## src/rtl/time_set_buttons_pkg.sv

```systemverilog
// Shared constants for the wall-clock time-setting buttons: repeat FSM
// encoding, 100 MHz default timings and a counter width helper.
package time_set_buttons_pkg;

    localparam logic [1:0] IDLE   = 2'd0;
    localparam logic [1:0] HOLD   = 2'd1;
    localparam logic [1:0] REPEAT = 2'd2;

    localparam int DEFAULT_DEBOUNCE_CYCLES = 2_000_000;
    localparam int DEFAULT_HOLD_CYCLES     = 50_000_000;
    localparam int DEFAULT_REPEAT_CYCLES   = 10_000_000;

    // Bits needed to count 0..n-1, never less than one bit.
    function automatic int width_for(input int n);
        int w;
        w = $clog2(n);
        return (w < 1) ? 1 : w;
    endfunction

    function automatic int max_int(input int a, input int b);
        return (a > b) ? a : b;
    endfunction

endpackage

```

## src/rtl/time_set_buttons_channel.sv

```systemverilog
// One time-setting button: 2-flop synchroniser, debouncer and
// press/hold/auto-repeat FSM producing single-cycle increment pulses.
module set_button_channel
    import time_set_buttons_pkg::*;
#(
    parameter int DEBOUNCE_CYCLES = DEFAULT_DEBOUNCE_CYCLES,
    parameter int HOLD_CYCLES     = DEFAULT_HOLD_CYCLES,
    parameter int REPEAT_CYCLES   = DEFAULT_REPEAT_CYCLES
) (
    input  logic CLK100MHZ,
    input  logic reset,
    input  logic button_raw,
    output logic button,
    output logic inc
);

    localparam int DW = width_for(DEBOUNCE_CYCLES);
    localparam int TW = width_for(max_int(HOLD_CYCLES, REPEAT_CYCLES));

    localparam logic [DW-1:0] DEB_LAST    = DW'(DEBOUNCE_CYCLES - 1);
    localparam logic [TW-1:0] HOLD_LAST   = TW'(HOLD_CYCLES - 1);
    localparam logic [TW-1:0] REPEAT_LAST = TW'(REPEAT_CYCLES - 1);

    logic          sync_q1;
    logic          sync_q2;
    logic [DW-1:0] deb_cnt;
    logic [TW-1:0] timer;
    logic [1:0]    state;

    always_ff @(posedge CLK100MHZ or posedge reset) begin
        if (reset) begin
            sync_q1 <= 1'b0;
            sync_q2 <= 1'b0;
        end else begin
            sync_q1 <= button_raw;
            sync_q2 <= sync_q1;
        end
    end

    // The counter clears on the flip itself, so it can never pass DEB_LAST.
    always_ff @(posedge CLK100MHZ or posedge reset) begin
        if (reset) begin
            deb_cnt <= '0;
            button  <= 1'b0;
        end else if (sync_q2 == button) begin
            deb_cnt <= '0;
        end else if (deb_cnt == DEB_LAST) begin
            deb_cnt <= '0;
            button  <= sync_q2;
        end else begin
            deb_cnt <= deb_cnt + DW'(1);
        end
    end

    // A high level seen in IDLE is always a fresh rising edge: the FSM only
    // re-enters IDLE once the debounced level has already dropped.
    always_ff @(posedge CLK100MHZ or posedge reset) begin
        if (reset) begin
            state <= IDLE;
            timer <= '0;
            inc   <= 1'b0;
        end else begin
            inc <= 1'b0;
            case (state)
                IDLE: begin
                    timer <= '0;
                    if (button) begin
                        inc   <= 1'b1;
                        state <= HOLD;
                    end
                end
                HOLD: begin
                    if (!button) begin
                        timer <= '0;
                        state <= IDLE;
                    end else if (timer == HOLD_LAST) begin
                        inc   <= 1'b1;
                        timer <= '0;
                        state <= REPEAT;
                    end else begin
                        timer <= timer + TW'(1);
                    end
                end
                REPEAT: begin
                    if (!button) begin
                        timer <= '0;
                        state <= IDLE;
                    end else if (timer == REPEAT_LAST) begin
                        inc   <= 1'b1;
                        timer <= '0;
                    end else begin
                        timer <= timer + TW'(1);
                    end
                end
                default: begin
                    timer <= '0;
                    state <= IDLE;
                end
            endcase
        end
    end

endmodule

```

## src/rtl/time_set_buttons.sv

```systemverilog
// Minute and hour time-setting buttons for the wall clock; each drives an
// independent channel that feeds increment pulses to the clock counters.
module time_set_buttons
    import time_set_buttons_pkg::*;
#(
    parameter int DEBOUNCE_CYCLES = DEFAULT_DEBOUNCE_CYCLES,
    parameter int HOLD_CYCLES     = DEFAULT_HOLD_CYCLES,
    parameter int REPEAT_CYCLES   = DEFAULT_REPEAT_CYCLES
) (
    input  logic CLK100MHZ,
    input  logic reset,
    input  logic MButton_raw,
    input  logic HButton_raw,
    output logic MButton,
    output logic HButton,
    output logic min_inc,
    output logic hour_inc
);

    set_button_channel #(
        .DEBOUNCE_CYCLES(DEBOUNCE_CYCLES),
        .HOLD_CYCLES    (HOLD_CYCLES),
        .REPEAT_CYCLES  (REPEAT_CYCLES)
    ) u_minute (
        .CLK100MHZ (CLK100MHZ),
        .reset     (reset),
        .button_raw(MButton_raw),
        .button    (MButton),
        .inc       (min_inc)
    );

    set_button_channel #(
        .DEBOUNCE_CYCLES(DEBOUNCE_CYCLES),
        .HOLD_CYCLES    (HOLD_CYCLES),
        .REPEAT_CYCLES  (REPEAT_CYCLES)
    ) u_hour (
        .CLK100MHZ (CLK100MHZ),
        .reset     (reset),
        .button_raw(HButton_raw),
        .button    (HButton),
        .inc       (hour_inc)
    );

endmodule

```

## config.mk

```make
export PLATFORM = sky130hd
export DESIGN_NAME = time_set_buttons
export DESIGN_NICKNAME = d
export VERILOG_FILES = /design/src/rtl/time_set_buttons_pkg.sv /design/src/rtl/time_set_buttons_channel.sv /design/src/rtl/time_set_buttons.sv
export SDC_FILE = /design/constraint.sdc
export NUM_CORES = 1
export LEC_CHECK = 0
export BUFFER_PORTS_ARGS = -buffer_cell sky130_fd_sc_hd__buf_2
export CAP_MARGIN = 20
export CORE_MARGIN = 5
export CORE_UTILIZATION = 40
export DETAILED_ROUTE_END_ITERATION = 7
export GPL_ROUTABILITY_DRIVEN = 1
export HOLD_SLACK_MARGIN = 0.06
export PLACE_DENSITY = 0.56
export SKIP_CTS_REPAIR_TIMING = 1
export SLEW_MARGIN = 10
export SYNTH_ARGS = -nofsm -noshare
export SYNTH_HDL_FRONTEND = slang
export SYNTH_SLANG_ARGS = --single-unit
```

## constraint.sdc

```tcl
create_clock -name CLK100MHZ -period 3.95 [get_ports CLK100MHZ]
set_input_delay 0.1975 -clock CLK100MHZ [delete_from_list [all_inputs] [get_ports CLK100MHZ]]
set_output_delay 0.1975 -clock CLK100MHZ [all_outputs]
set_load 0.01 [all_outputs]
```

; Word level (Yosys, flattened, before mapping)
; Cells that the tools add are included.
[word_totals]
reg_bits = 106
latch_bits = 0
mem_bits_rw = 0
mem_bits_ro = 0
inputBits = 4
out_inout_bits = 4
wordCells = 80
memories = 0
[op_classes]
add_sub_neg = 4
mul = 0
n_div = 0
n_lt_le_gt_ge = 0
eq_ne = 18
n_shift = 0
n_mux = 36
n_bitwise = 2
reduce_logical = 6
[ops]
columns = cell, count
row1 = $mux W26, 8
row2 = $pmux W26 S2, 2
row3 = $mux W21, 4
row4 = $add A26 B1 Y26 const B, 2
row5 = $eq A26 B24 Y1 const B, 2
row6 = $eq A26 B26 Y1 const B, 2
row7 = $add A21 B1 Y21 const B, 2
row8 = $eq A21 B21 Y1 const B, 2
row9 = $mux W2, 8
row10 = $pmux W2 S3, 2
row11 = $mux W1, 10
row12 = $ne A3 B3 Y1 const B, 2
row13 = $pmux W1 S3, 2
row14 = $reduce_and A3 Y1, 2
row15 = $eq A2 B1 Y1 const B, 2
row16 = $eq A2 B2 Y1 const B, 2
row17 = $logic_not A2 Y1, 2
row18 = $ne A2 B1 Y1 const B, 2
row19 = $ne A2 B2 Y1 const B, 2
row20 = $reduce_and A2 Y1, 2
row21 = $eq A1 B1 Y1, 2
row22 = $not A1 Y1, 2

; Depth between registers and ports, before layout
[depth]
ltp_word = 4
ltp_mapped = 9
mapped_depth_nobuf = 6

; Modules after synthesis
; From an unflattened synthesis, not the netlist that was laid out.
[unflattened]
hier_cells = 536
hier_area_um2 = 5345.1
[modules_own_cells]
columns = mod, n_inst, cells_each, area_each_um2, seq_area_each_um2
row1 = set_button_channel, 2, 268, 2672.6, 1326.3

; Least setup slack after synthesis
; Ideal clock, no wire load.
[synth_timing]
path_kind = register -> register
from = register u_minute.timer[0]
to = register u_minute.timer[12]
setup_time_ns = 0.119
arrival_ns = 1.988
required_ns = 3.831
slack_ns = 1.843
stages_incl_launch_ff = 10
path_buffers = 3
synth_period_minus_slack_ns = 2.107
cell_sequence = dfrtp_1 > ha_1 > buf_2 > nand3_1 > or4_4 > nor4_4 > o22a_2 > buf_6 > buf_8 > nor2_1
[synth_between]
elab_chain_cells = 4
elab_cells_between_ends = 8
cone_classes = add/sub: 1 / eq/ne: 2 / mux: 5
[synth_lines]
columns = element, line_no
row1 = from (decl), time_set_buttons_channel.sv:27  ; logic [TW-1:0] timer;
row2 = from (signal assigned), time_set_buttons_channel.sv:81  ; timer <= timer + TW'(1);
row3 = from (signal assigned), time_set_buttons_channel.sv:92  ; timer <= timer + TW'(1);
row4 = $add A26 B1 Y26 (tied with other cells), "time_set_buttons_channel.sv:81, time_set_buttons_channel.sv:92"
row5 = $mux W26 (on tied branches), "time_set_buttons_channel.sv:88, time_set_buttons_channel.sv:76"
row6 = $mux W26 (on tied branches), "time_set_buttons_channel.sv:85, time_set_buttons_channel.sv:73"
row7 = $pmux W26 S2 (*), time_set_buttons_channel.sv:64  ; case (state)
; Every way passes the cells marked *; elsewhere a longest branch is shown, timed or not.
; A chain may end at the register's enable or synchronous reset.

; Final worst setup path
[layout_timing]
from = register u_minute.timer[0]
to = register u_minute.timer[23]
; Same word-level chain as after synthesis.

==> metrics.yaml <==
max_stage_delay_ps: 530
area_growth_pct: 9.09
critPathLaunchType: "flip-flop"
synth_cell_types: 44
clockBufferDepth: 2
syn_inst: 563
slew_headroom_pct: 44.9
coreArea_um2: 13200
path_class: "reg2reg"
max-cap-violations: 0
grt-ovfl-total: 0
dr.pass1.iters: 5
synthFlopType: "dfrtp_1"
vias_per_cell: 5.12
drt-total-wl_um: 9900
yosysSeqAreaShare_pct: 48.9
start_util_pct: 40.9
layout_common_cells: "nor2_1, dfrtp_1, xnor2_1, xor2_1, nand3_1"
cp.arrival_ps: 2680
ir_drop_mv: 0.211
crit_slowest_cell: "o22a_2"
wl_per_cell_um: 13.2
rsz0062_at_grt: "no"
ioPinCount: 8
multi_input_area_um2: 2590
drt-met1-wl_um: 4870
nNetsFinal: 585
p_per_area_nw_per_um2: 347
path_clk_slew_ps: 70
finalCritPeriodShare_pct: 62.6
dr_wl_met2_um: 4610
rows: 42
rr_startpoint: "u_minute.timer[0]"
top_layer: "met4"
cts-buffers-inserted: 9
rrSetupSlack_ps: 1480
grt_max_degree: 64
antenna_found_initial: 0
setup_violations: 0
finalSetupTns_ps: 0
period_minus_slack_ps: 2470
synth.avg_cell_area_um2: 9.63
timing.clock.skew_ps: 7.78
antennaDiodeCount: 0
hp-class: "in2async"
worst_pin_slew_ps: 821
stdcell_area_um2: 5920
clk_latency_ps: 340
drt_iter0_markers: 315
endpoint_kind: "flip-flop"
path_cells: "ha_1 > nand3_1 > or4_4 > nor4_4 > o22a_2 > nor2_1"
grt_pass1_wl_um: 17500
synthesis.area_um2: 5420
path_max_fanout: 26
portBuffers: 7
dp_hpwl_um: 6710
clock-sinks: 106
async_flop_share_pct: 100
drive_gt1_share_pct: 6.27
max_freq_mhz: 405
reg2reg_to: "u_minute.timer[23]"
fp.dieW_um: 126
finalHoldViolCount: 0
ys_seq_elements: 106
cts_tree: "done"
p_total_mw: 2.05
synth_edf_count: 0
gr-usage-all-layers_pct: 13.1
synth_warnings: 0
leakage_nw: 2.32
place_area_um2: 5590
cp.required_ps: 4160
grt_pass1_vias: 3764
ff_latch_area_um2: 2650
report.final.slew_viol_count: 0
r2r_cells: 6
via_count: 3843
cts_max_level: 3
syn_nets: 579
nFillCells: 1299
clock_tree.root_cell: "clkbuf_16"
dieArea_um2: 16000
status: "complete, no violations"
gp_congestion: 0.815
antenna_left: 0
die_height_um: 126
dr_wl_met3_um: 257
final_common_cell: "nor2_1"
drc: 0
layer usage:
layer | vias to the layer above | global-route usage, %
met4 | 0 | 5.49
met3 | 11 | 2.35
met2 | 30 | 20.6
li1 | 1928 | -
met5 | - | 0
met1 | 1874 | 17.7
final cells by class:
cell class / count / share of cell area [%]
Clock inverter: 4 / 0.846
Timing Repair Buffer: 11 / 1.18
Sequential cell: 106 / 44.8
Inverter: 19 / 1.25
Multi-Input combinational cell: 422 / 43.8
Tap cell: 176 / 3.72
Clock buffer: 12 / 4.34
flip-flops by register name, indices dropped and copies added, names as in the netlist, 2 cells and up:
| name | flops |
|---|---|
| u_hour.deb_cnt | 21 |
| u_hour.state | 2 |
| u_hour.timer | 26 |
| u_minute.deb_cnt | 21 |
| u_minute.state | 2 |
| u_minute.timer | 26 |
synthesized netlist by cell type, drive strengths merged, types with 2 or more instances:
master | count | area share, %
nor3 | 17 | 1.6
nor2 | 119 | 8.2
nor4 | 10 | 1.4
inv | 19 | 1.3
nand3 | 40 | 3.7
nand2 | 37 | 2.6
and3 | 10 | 1.2
xor2 | 42 | 6.8
ha | 12 | 2.8
mux2 | 2 | 0.42
o21ai | 2 | 0.18
nor4b | 4 | 0.65
nand4b | 3 | 0.48
and2 | 3 | 0.35
clkbuf | 7 | 0.48
nand4 | 33 | 3.8
buf | 9 | 1.5
nor2b | 5 | 0.58
and4 | 10 | 1.6
dfrtp | 106 | 49
xnor2 | 46 | 7.4
or4 | 4 | 0.62
o211ai | 4 | 0.55
a21oi | 2 | 0.18
or2 | 3 | 0.35
logic make-up after synthesis:
logic type / after synthesis / synth area share, %
simple gates: 305 / 28.2
xor+xnor: 88 / 14.2
mux: 3 / 0.600
flops: 106 / 48.9
buf+inv: 35 / 3.28
compound gates: 14 / 1.98
fa+ha+maj: 12 / 2.77
where the power goes:
group          internal, mW  total, mW  switching (mW)
sequential             1.09       1.10         0.00608
clock                 0.526      0.916           0.390
combinational       0.00921     0.0415          0.0323
metrics by stage:
stage               cells  setup WS (ps)  hold WS [ps]  util (%)
finish                750           1480          10.8      44.7
global route          750           1250          66.0      44.7
floorplan             563            964           229         -
CTS                   748           1420         -48.9      44.5
global placement      732           1510           310      42.2
detailed placement    732           1430           312      42.2
critical path, delay by kind of cell, from the launching register on:
kind | cells | cell delay, ps
fa+ha+maj | 1 | 380
compound gates | 1 | 530
flops | 1 | 410
simple gates | 4 | 1030
worst max path at each step:
stage / startpoint / to / slack, ps / cells past startpoint
global route: u_minute.timer[0] / u_minute.timer[22] / 1250 / 6
CTS: u_minute.timer[0] / u_minute.timer[2] / 1420 / 6
detailed placement: u_minute.timer[0] / u_minute.timer[2] / 1430 / 6
finish: u_minute.timer[0] / u_minute.timer[23] / 1480 / 6
floorplan: reset / u_hour.button / 960 / 1
global placement: u_minute.timer[0] / u_minute.timer[23] / 1510 / 6
Power figures use the tool's default switching activity.
